**config.mk**
```make
export PLATFORM = sky130hd
export DESIGN_NAME = packet_rx
export DESIGN_NICKNAME = d
export VERILOG_FILES = /design/src/rtl/packet_rx.sv
export SDC_FILE = /design/constraint.sdc
export NUM_CORES = 1
export LEC_CHECK = 0
export ABC_CLOCK_PERIOD_IN_PS = 8200
export BUFFER_PORTS_ARGS = -buffer_cell sky130_fd_sc_hd__buf_4
export CORE_MARGIN = 2
export CORE_UTILIZATION = 57
export CTS_BUF_LIST = sky130_fd_sc_hd__clkbuf_2 sky130_fd_sc_hd__clkbuf_4 sky130_fd_sc_hd__clkbuf_8
export CTS_CLUSTER_SIZE = 24
export DETAILED_ROUTE_END_ITERATION = 6
export PLACE_DENSITY_LB_ADDON = 0.08
export SLEW_MARGIN = 5
export SYNTH_ARGS = -nofsm -noshare
export SYNTH_HDL_FRONTEND = slang
export SYNTH_SLANG_ARGS = --single-unit
```
**constraint.sdc**
```tcl
create_clock -name clk -period 8.2 [get_ports clk]
set_input_delay 0.82 -clock clk [delete_from_list [all_inputs] [get_ports clk]]
set_output_delay 0.82 -clock clk [all_outputs]
set_load 0.05 [all_outputs]
```
**src/rtl/packet_rx.sv**
```systemverilog
// packet_rx: Ethernet receive front end.
// Finds preamble/SFD on a byte-wide stream, accepts frames whose destination
// MAC equals mac_addr, and writes the first BUF_LEN payload bytes into an
// external dual-port RAM. eth_rx_ready tells the CPU a full payload is
// buffered; the CPU hands the buffer back with a one-cycle eth_rx_read pulse.
//
// Handshake: eth_rx_ready is a level owned by this block. It rises one cycle
// after the frame ends (ctl back to idle) and falls the cycle after the CPU
// pulses eth_rx_read. While it is high, new frames are dropped so the buffer
// is never overwritten. A set and a read in the same cycle leave it set.
//
// Timing: data/ctl are registered on entry and every output is registered,
// so a byte presented in cycle n produces its RAM write strobe in cycle n+2.
module packet_rx #(
    parameter int HDR_LEN = 14,
    parameter int BUF_LEN = 64
) (
    input  logic        clk,
    input  logic        rst_n,
    input  logic [7:0]  data,
    input  logic [1:0]  ctl,
    input  logic [47:0] mac_addr,
    output logic [5:0]  eth_rx_addr,
    output logic [7:0]  eth_rx_wdata,
    output logic        eth_rx_we,
    output logic        eth_rx_ready,
    input  logic        eth_rx_read,
    output logic [2:0]  fsm_state
);

    typedef enum logic [2:0] {
        S_IDLE     = 3'd0,
        S_PREAMBLE = 3'd1,
        S_DMAC     = 3'd2,
        S_SKIP     = 3'd3,
        S_CAPTURE  = 3'd4,
        S_DRAIN    = 3'd5,
        S_DROP     = 3'd6
    } state_t;

    // Header byte index counter: 0..5 dest MAC, 6..HDR_LEN-1 skipped,
    // HDR_LEN..HDR_LEN+BUF_LEN-1 payload.
    localparam logic [6:0] MAC_LAST  = 7'd5;
    localparam logic [6:0] HDR_BASE  = 7'(HDR_LEN);
    localparam logic [6:0] HDR_LAST  = 7'(HDR_LEN - 1);
    localparam logic [6:0] BYTE_LAST = 7'(HDR_LEN + BUF_LEN - 1);

    state_t      state, state_next;
    logic [7:0]  data_q;
    logic [1:0]  ctl_q;
    logic [6:0]  cnt, cnt_next;
    logic [5:0]  addr_next;
    logic [7:0]  wdata_next;
    logic        we_next;
    logic        ready_next;
    logic [7:0]  mac_byte;
    logic        byte_valid, byte_idle, byte_err;

    assign byte_valid = (ctl_q == 2'b11);
    assign byte_idle  = (ctl_q == 2'b00);
    assign byte_err   = ^ctl_q;
    assign fsm_state  = state;

    // Register the incoming byte stream.
    always_ff @(posedge clk or negedge rst_n) begin
        if (!rst_n) begin
            data_q <= 8'h00;
            ctl_q  <= 2'b00;
        end else begin
            data_q <= data;
            ctl_q  <= ctl;
        end
    end

    // Select the expected destination MAC byte; first wire byte is [47:40].
    always_comb begin
        mac_byte = mac_addr[7:0];
        case (cnt[2:0])
            3'd0:    mac_byte = mac_addr[47:40];
            3'd1:    mac_byte = mac_addr[39:32];
            3'd2:    mac_byte = mac_addr[31:24];
            3'd3:    mac_byte = mac_addr[23:16];
            3'd4:    mac_byte = mac_addr[15:8];
            default: mac_byte = mac_addr[7:0];
        endcase
    end

    // State register.
    always_ff @(posedge clk or negedge rst_n) begin
        if (!rst_n) state <= S_IDLE;
        else        state <= state_next;
    end

    // Next-state logic.
    always_comb begin
        state_next = state;
        case (state)
            S_IDLE: begin
                if (byte_valid) begin
                    if (eth_rx_ready || data_q != 8'h55) state_next = S_DROP;
                    else                                 state_next = S_PREAMBLE;
                end
            end
            S_PREAMBLE: begin
                if (byte_err)       state_next = S_DROP;
                else if (byte_idle) state_next = S_IDLE;
                else if (data_q == 8'hD5) state_next = S_DMAC;
                else if (data_q != 8'h55) state_next = S_DROP;
            end
            S_DMAC: begin
                if (byte_err)                state_next = S_DROP;
                else if (byte_idle)          state_next = S_IDLE;
                else if (data_q != mac_byte) state_next = S_DROP;
                else if (cnt == MAC_LAST)    state_next = S_SKIP;
            end
            S_SKIP: begin
                if (byte_err)             state_next = S_DROP;
                else if (byte_idle)       state_next = S_IDLE;
                else if (cnt == HDR_LAST) state_next = S_CAPTURE;
            end
            S_CAPTURE: begin
                if (byte_err)              state_next = S_DROP;
                else if (byte_idle)        state_next = S_IDLE;
                else if (cnt == BYTE_LAST) state_next = S_DRAIN;
            end
            S_DRAIN: begin
                if (byte_err)       state_next = S_DROP;
                else if (byte_idle) state_next = S_IDLE;
            end
            S_DROP: begin
                if (byte_idle) state_next = S_IDLE;
            end
            default: state_next = S_IDLE;
        endcase
    end

    // Output / datapath next values: counter, RAM write, ready flag.
    always_comb begin
        cnt_next   = cnt;
        we_next    = 1'b0;
        addr_next  = eth_rx_addr;
        wdata_next = eth_rx_wdata;
        case (state)
            S_PREAMBLE: begin
                if (byte_valid && data_q == 8'hD5) cnt_next = 7'd0;
            end
            S_DMAC, S_SKIP: begin
                if (byte_valid) cnt_next = cnt + 7'd1;
            end
            S_CAPTURE: begin
                if (byte_valid) begin
                    cnt_next   = cnt + 7'd1;
                    we_next    = 1'b1;
                    addr_next  = 6'(cnt - HDR_BASE);
                    wdata_next = data_q;
                end
            end
            default: ;
        endcase
        // Frame completion takes priority over a coincident CPU release.
        if (state == S_DRAIN && byte_idle) ready_next = 1'b1;
        else if (eth_rx_read)              ready_next = 1'b0;
        else                               ready_next = eth_rx_ready;
    end

    // Registered outputs and byte counter.
    always_ff @(posedge clk or negedge rst_n) begin
        if (!rst_n) begin
            cnt          <= 7'd0;
            eth_rx_we    <= 1'b0;
            eth_rx_addr  <= 6'd0;
            eth_rx_wdata <= 8'h00;
            eth_rx_ready <= 1'b0;
        end else begin
            cnt          <= cnt_next;
            eth_rx_we    <= we_next;
            eth_rx_addr  <= addr_next;
            eth_rx_wdata <= wdata_next;
            eth_rx_ready <= ready_next;
        end
    end

endmodule

```
==> flow_metrics.py, run 1 <==
metrics = {
    "run_status": {
        "outcome": "complete, no violations",
    },
    "critical_path": {
        "worstPathCellList": "inv_1, ha_1, nor2_4, and2_4, a211oi_2, a221o_2, nor4_4, a2111oi_2, o221a_1",
        "crit_slowest_cell": "dfrtp_1",
        "worstSetupPathType": "reg2reg",
        "critPathRequiredTime_ps": 8380,
        "arrival_ps": 3490,
        "cpPeakStageDelay_ps": 880,
        "startpoint_type": "flip-flop",
        "cp-end-kind": "flip-flop",
        "critPathMaxFanout": 30,
    },
    "final_layout": {
        "layout.nets": 412,
        "diodes": 0,
        "drive_gt1_share_pct": 30.03,
        "fin_area_um2": 3113,
        "area_growth_pct": 25.59,
    },
    "clock_network": {
        "clock-root-buffer": "clkbuf_8",
        "cts_tree": "done",
        "postCtsHoldBufs": 0,
        "path_clk_slew_ps": 70,
        "max-clock-path-buffers": 2,
        "cts.sinks": 36,
        "cts_max_level": 2,
        "clkLatencyLatePin_ps": 290,
        "postCtsSetupBuffers": 0,
        "cts_buffers": 5,
        "post_cts_resize_count": 0,
    },
    "timing": {
        "period_share_pct": 40.39,
        "tns_ps": 0,
        "period_minus_slack_ps": 3312,
        "clock_skew_ps": 6.811,
        "rsz0062_at_grt": "no",
        "report.final.slew_viol_count": 0,
        "setup_violations": 0,
        "hold_viol": 0,
        "fmax_mhz": 301.9,
        "slew_headroom_pct": 38.60,
        "tightestPinTransition_ps": 918.4,
    },
    "route": {
        "drt-initial-drc-count": 172,
        "avgViaCountPerCell": 6.056,
        "drc": 0,
        "dr.pass1.iters": 4,
        "ant_nets": 0,
        "drt-total-wl_um": 6420,
        "wl_per_cell_um": 16.34,
        "vias": 2380,
    },
    "logic_synthesis": {
        "synthAdderAreaFrac_pct": 4.038,
        "synth_edf_count": 0,
        "yosysWarningCount": 0,
        "synth_compound_area_share_pct": 27.71,
        "async_reset_ff_share_pct": 100.0,
        "synth_xor_area_share_pct": 2.120,
        "yosys.area.top_type": "dfrtp_1",
        "ys.flop_type": "dfrtp_1",
        "seq_area_frac_synth_pct": 36.35,
        "synth_top_cells_by_count": "dfrtp_1, nand2_1, o21ai_0",
        "synth_top_area_share_pct": 36.35,
        "syn_nets": 346,
        "synthesis.area_um2": 2479,
        "muxShareOfSynthArea_pct": 2.070,
        "post_synth.cell_area_avg_um2": 8.948,
        "synthMostInstantiatedCell": "dfrtp_1",
        "syn_inst": 277,
        "synth_seq_cells": 36,
        "yosys.area_share.simple_pct": 20.09,
        "ys_top_cells_by_area": "dfrtp_1, o21ai_0, nand2_1",
        "synth_top_family_by_area": "compound AO/OA/AOI/OAI gates",
        "ys_types": 65,
    },
    "global_routing": {
        "grt_pass1_vias": 2202,
        "gr-total-overflow": 0,
        "grt_max_degree": 37,
        "grt_pass1_wl_um": 10400,
        "grtUsageTotal_pct": 26.41,
        "antenna_found_initial": 0,
    },
    "placement": {
        "finalWeightedCongestion": 0.8937,
        "portBuffers": 79,
        "place_hpwl_um": 4793,
        "dpl_cell_area_um2": 3017,
    },
    "die": {
        "rows": 23,
        "die_area_um2": 4892,
        "die_x_um": 69.94,
        "start_util_pct": 60.66,
        "core_region_area_um2": 4086,
        "fp.dieH_um": 69.94,
        "io_pins": 80,
    },
    "pwr": {
        "p_per_area_nw_per_um2": 358.1,
        "vdd_drop_max_mv": 0.2655,
        "leakage_nw": 1.444,
    },
    "flow_run": {
        "maxCapViolCount": 0,
    },
    "hold_path": {
        "hold_path_class": "in2async",
    },
}
[metal layers]
metal | vias to the layer above | track usage, % | routed length (um)
li1 | 1147 | - | -
met1 | 1101 | 34.96 | 2699
met2 | 117 | 40.95 | 2984
met3 | 15 | 7.648 | 590
met4 | 0 | 10.04 | 145
met5 | - | 0 | 0
[cells by family (layout without fill, tap and decap cells)]
logic type | Yosys count | after routing
AOI/OAI and AO/OA | 89 | 89
xor gates and xnor gates | 6 | 6
adders and majority gates | 8 | 8
buffers and inverters | 39 | 105
and+or+nand+nor | 94 | 94
muxes | 5 | 5
DFF | 36 | 36
[final cells by class]
type	count	area, um^2
clock buffer	7	96.34
fill	305	973.4
inverter	19	71.32
multi-input combinational	202	1389
sequential	36	900.9
tap	50	62.56
timing repair buffer	79	593.1
[placed cells by master (no fill, tap or decap), types with 2 or more instances in the layout]
cell type	netlist	layout
dfrtp_1	36	36
o21a_1	2	2
a2111oi_2	2	2
o21ai_0	29	29
and3_1	3	3
clkbuf_8	0	7
mux2i_1	4	4
o21ai_1	2	2
a21oi_1	6	6
a31oi_1	4	4
nand4_1	4	4
nand3b_1	2	2
nand2_1	32	32
or3_1	2	2
nand3_1	16	16
a22oi_1	11	11
o22ai_1	4	4
buf_4	1	79
xnor2_1	5	5
o2111a_1	2	2
nand2b_1	2	2
nor4_1	4	4
o211ai_1	3	3
nor2b_1	3	3
a32o_2	2	2
a2111oi_4	2	2
ha_1	8	8
nor2_1	15	15
inv_1	19	19
[state kept, by name, summed over array words and instances, names as in the netlist]
| name | count |
|---|---|
| data_q | 8 |
| eth_rx_wdata | 8 |
| cnt | 7 |
| eth_rx_addr | 6 |
| fsm_state | 3 |
| ctl_q | 2 |
| eth_rx_ready | 1 |
| eth_rx_we | 1 |
[metrics by stage]
stage / std cells / utilization, % / power [mW] / worst slack [ps] / hold WS [ps]
floorplan: 277 / - / 0.8374 / 5600 / 487.1
detailed placement: 386 / 73.82 / 0.9745 / 4942 / 467.9
global placement: 386 / 73.82 / 0.9626 / 5020 / 463.7
global route: 393 / 76.18 / 1.187 / 4639 / 509.1
CTS: 393 / 76.18 / 1.116 / 4913 / 486.1
finish: 393 / 76.18 / 1.115 / 4888 / 470.3
[worst max-delay path, delay by kind of cell, from the launching register on]
kind | cells | cell delay (ps)
AO/OA/AOI/OAI | 4 | 900
adder cells (fa/ha/maj) | 1 | 440
buffers and inverters | 1 | 210
flip-flops | 1 | 880
AND/OR/NAND/NOR | 3 | 770
[path summary, 6_finish.rpt]
path / startpoint / cells past startpoint / slack (ps) / endpoint
max in group asynchronous: rst_n / 1 / 7400 / data_q[3]$_DFF_PN0_
min in group clk: eth_rx_addr[0]$_DFFE_PN0P_ / 2 / 480 / eth_rx_addr[0]$_DFFE_PN0P_
hold reg to reg: eth_rx_addr[0]$_DFFE_PN0P_ / 2 / 480 / eth_rx_addr[0]$_DFFE_PN0P_
setup reg to reg: cnt[2]$_DFFE_PN0P_ / 9 / 4890 / fsm_state[2]$_DFFE_PN0P_
hold / removal: rst_n / 1 / 470 / eth_rx_addr[0]$_DFFE_PN0P_
setup / recovery: cnt[2]$_DFFE_PN0P_ / 9 / 4890 / fsm_state[2]$_DFFE_PN0P_
[report_power, final]
part	switching (mW)	total (mW)	internal (mW)	leakage, nW
Clock	0.0605	0.135	0.0748	0.0503
Combinational	0.398	0.659	0.262	0.950
Sequential	0.0902	0.320	0.230	0.444
Note: power is estimated with default switching activity, not from simulation.
==> inputs of run 2 (changes only) <==
- ABC_AREA: unset -> 1
- ABC_CLOCK_PERIOD_IN_PS: 8200 -> 3100
- CORE_UTILIZATION: 57 -> 52
- clock period: 8.2 -> 3.1 ns (I/O delays scaled with it)
==> run 2 against run 1 <==
Clock skew grew 9.0 ps. Setup slack worse by 4200 ps. Via count rose by 0.34%. Synthesized cell count rose by 15%. Clock-buffer cell count shrank 2. Maximum frequency grew 38%. Worst hold slack got worse by 350 ps. Critical path depth increased by 7. Total power rose by 140%. Critical endpoint unchanged. Highest routed layer unchanged.
==> flow_metrics.py, run 2 <==
metrics = {
    "logic_synthesis": {
        "ys_types": 32,
        "yosys.area.top_type": "dfrtp_1",
        "synth_edf_count": 0,
        "ys_top_cells_by_area": "dfrtp_1, nand2_1, nand3_1",
        "async_reset_ff_share_pct": 100.0,
        "synth_top_cells_by_count": "nand2_1, dfrtp_1, inv_1",
        "synthesis.area_um2": 2292,
        "synth_top_area_share_pct": 39.30,
        "synthMostInstantiatedCell": "nand2_1",
        "ys.flop_type": "dfrtp_1",
        "post_synth.cell_area_avg_um2": 7.186,
        "syn_nets": 388,
        "syn_inst": 319,
        "synth_seq_cells": 36,
        "seq_area_frac_synth_pct": 39.30,
        "yosysWarningCount": 0,
    },
    "final_layout": {
        "diodes": 0,
        "most-common-layout-cells": "nand2_1, buf_4, dfrtp_1",
        "final_common_cell": "nand2_1",
        "final-seq-area_um2": 900.9,
        "layout.nets": 470,
        "top_regs": "data_q (8), eth_rx_wdata (8), cnt (7)",
        "nFillCells": 390,
        "multi_input_area_um2": 1227,
        "fin_area_um2": 3014,
        "drive_gt1_share_pct": 26.87,
        "area_growth_pct": 31.50,
    },
    "timing": {
        "period_share_pct": 77.33,
        "setup_violations": 0,
        "rsz0062_at_grt": "no",
        "report.final.slew_viol_count": 0,
        "period_minus_slack_ps": 2397,
        "clock_skew_ps": 15.78,
        "tightestPinTransition_ps": 466.3,
        "hold_viol": 0,
        "slew_headroom_pct": 68.58,
        "fmax_mhz": 417.2,
        "tns_ps": 0,
    },
    "route": {
        "vias": 2388,
        "drt-total-wl_um": 6006,
        "avgViaCountPerCell": 5.260,
        "ant_nets": 0,
        "dr.pass1.iters": 5,
        "drt-initial-drc-count": 141,
        "wl_per_cell_um": 13.23,
        "drc": 0,
    },
    "global_routing": {
        "grt_max_degree": 37,
        "grt_pass1_vias": 2296,
        "antenna_found_initial": 0,
        "grt_pass1_wl_um": 10210,
        "grtUsageTotal_pct": 25.94,
        "gr-total-overflow": 0,
    },
    "die": {
        "core_region_area_um2": 4294,
        "rows": 24,
        "start_util_pct": 53.38,
        "fp.dieH_um": 70.40,
        "die_area_um2": 4955,
        "io_pins": 80,
        "die_x_um": 70.40,
    },
    "critical_path": {
        "critPathRequiredTime_ps": 3270,
        "critPathMaxFanout": 11,
        "cp-end-kind": "flip-flop",
        "startpoint_type": "flip-flop",
        "arrival_ps": 2570,
        "worstSetupPathType": "reg2reg",
    },
    "pwr": {
        "vdd_drop_max_mv": 0.5315,
        "p_total_mw": 2.658,
        "p_per_area_nw_per_um2": 881.8,
        "leakage_nw": 1.627,
    },
    "clock_network": {
        "max-clock-path-buffers": 2,
        "clkLatencyLatePin_ps": 300,
        "path_clk_slew_ps": 80,
        "cts.sinks": 36,
        "cts_buffers": 5,
        "clock-root-buffer": "clkbuf_8",
        "cts_tree": "done",
        "cts_max_level": 2,
    },
    "placement": {
        "place_hpwl_um": 4721,
        "portBuffers": 79,
        "dpl_cell_area_um2": 2917,
        "finalWeightedCongestion": 0.8797,
    },
    "hold_path": {
        "hold_path_class": "in2reg",
    },
    "run_status": {
        "outcome": "complete, no violations",
    },
    "flow_run": {
        "maxCapViolCount": 0,
    },
}
==> run 2: cell types whose count changed after synthesis, moves of 4 or more <==
cell,previous run,this run
nand3_1,16,26
a22oi_1,11,0
clkbuf_1,11,1
mux2i_1,4,0
nand4_1,4,17
o21ai_0,29,23
nor2_2,0,10
xnor2_1,5,0
nor2_1,15,24
inv_1,19,29
nand2_1,32,110
==> run 2: final cells by class <==
type	instances	share of cell area [%]
well taps	52	2.159
flip-flops and latches	36	29.89
multi-input cells	245	40.72
clock buffers	5	2.283
inverters	32	4.068
clock inverters	3	0.6227
repair buffers	81	20.26
==> run 2: layer usage <==
metal / global-route usage [%] / up-vias / wire (um)
met3: 5.195 / 6 / 372
li1: - / 1214 / -
met1: 34.26 / 1087 / 2648
met4: 8.333 / 0 / 68
met2: 42.66 / 81 / 2916
met5: 0 / - / 0
==> run 2: cells by family (layout without fill, tap and decap cells) <==
group,count (synthesis),count (layout),synth area share (%)
xor gates and xnor gates,3,3,1.146
DFF,36,36,39.30
AOI/OAI and AO/OA,35,35,8.734
buffers and inverters,38,121,7.150
adders and majority gates,8,8,4.367
and+or+nand+nor,199,199,39.30
==> run 2: final timing paths <==
check | slack [ps] | start | cells after the start | end
min in group asynchronous | 500 | rst_n | 2 | eth_rx_addr[5]$_DFFE_PN0P_
min reg2reg | 480 | eth_rx_addr[2]$_DFFE_PN0P_ | 2 | eth_rx_addr[2]$_DFFE_PN0P_
min | 120 | ctl[0] | 1 | ctl_q[0]$_DFF_PN0_
max | 700 | cnt[2]$_DFFE_PN0P_ | 16 | fsm_state[2]$_DFFE_PN0P_
max in group asynchronous | 2260 | rst_n | 2 | data_q[3]$_DFF_PN0_
max reg2reg | 700 | cnt[2]$_DFFE_PN0P_ | 16 | fsm_state[2]$_DFFE_PN0P_
==> run 2: through the flow <==
stage	hold WS, ps	cells	worst slack [ps]	util [%]
finish	120.5	454	702.9	70.19
global route	103.1	454	426.7	70.19
CTS	111.6	454	726.6	70.19
detailed placement	294.6	445	758.3	67.92
global placement	289.2	445	808.7	67.92
floorplan	14.41	319	1031	-
==> run 2: worst max-delay path, stage by stage, from the launching register on <==
cell and delay (ps):
dfrtp_1 620, inv_4 130, ha_1 360, nor2_4 240, nand4_1 160, nand3_1 120
nand2_1 50, nand2_1 50, nand2_1 60, nor2_2 110, nand2_1 70, nand2_1 60
nand2_1 40, nand2_1 50, nand2_1 50, nand2_1 50, nand2_1 40
==> run 2: power by group <==
part	switching, mW	internal, mW	total (mW)
logic	1.07	0.525	1.60
clock network	0.174	0.156	0.330
registers	0.127	0.603	0.729
==> run 2: repair_timing <==
| action | CTS | global route |
|---|---|---|
| hold buffers | 1 | 0 |
| endpoints found under the setup margin | 0 | 0 |
| buffers inserted | 0 | 0 |
| resized for setup | 0 | 0 |
| hold endpoints to repair | 36 | 0 |
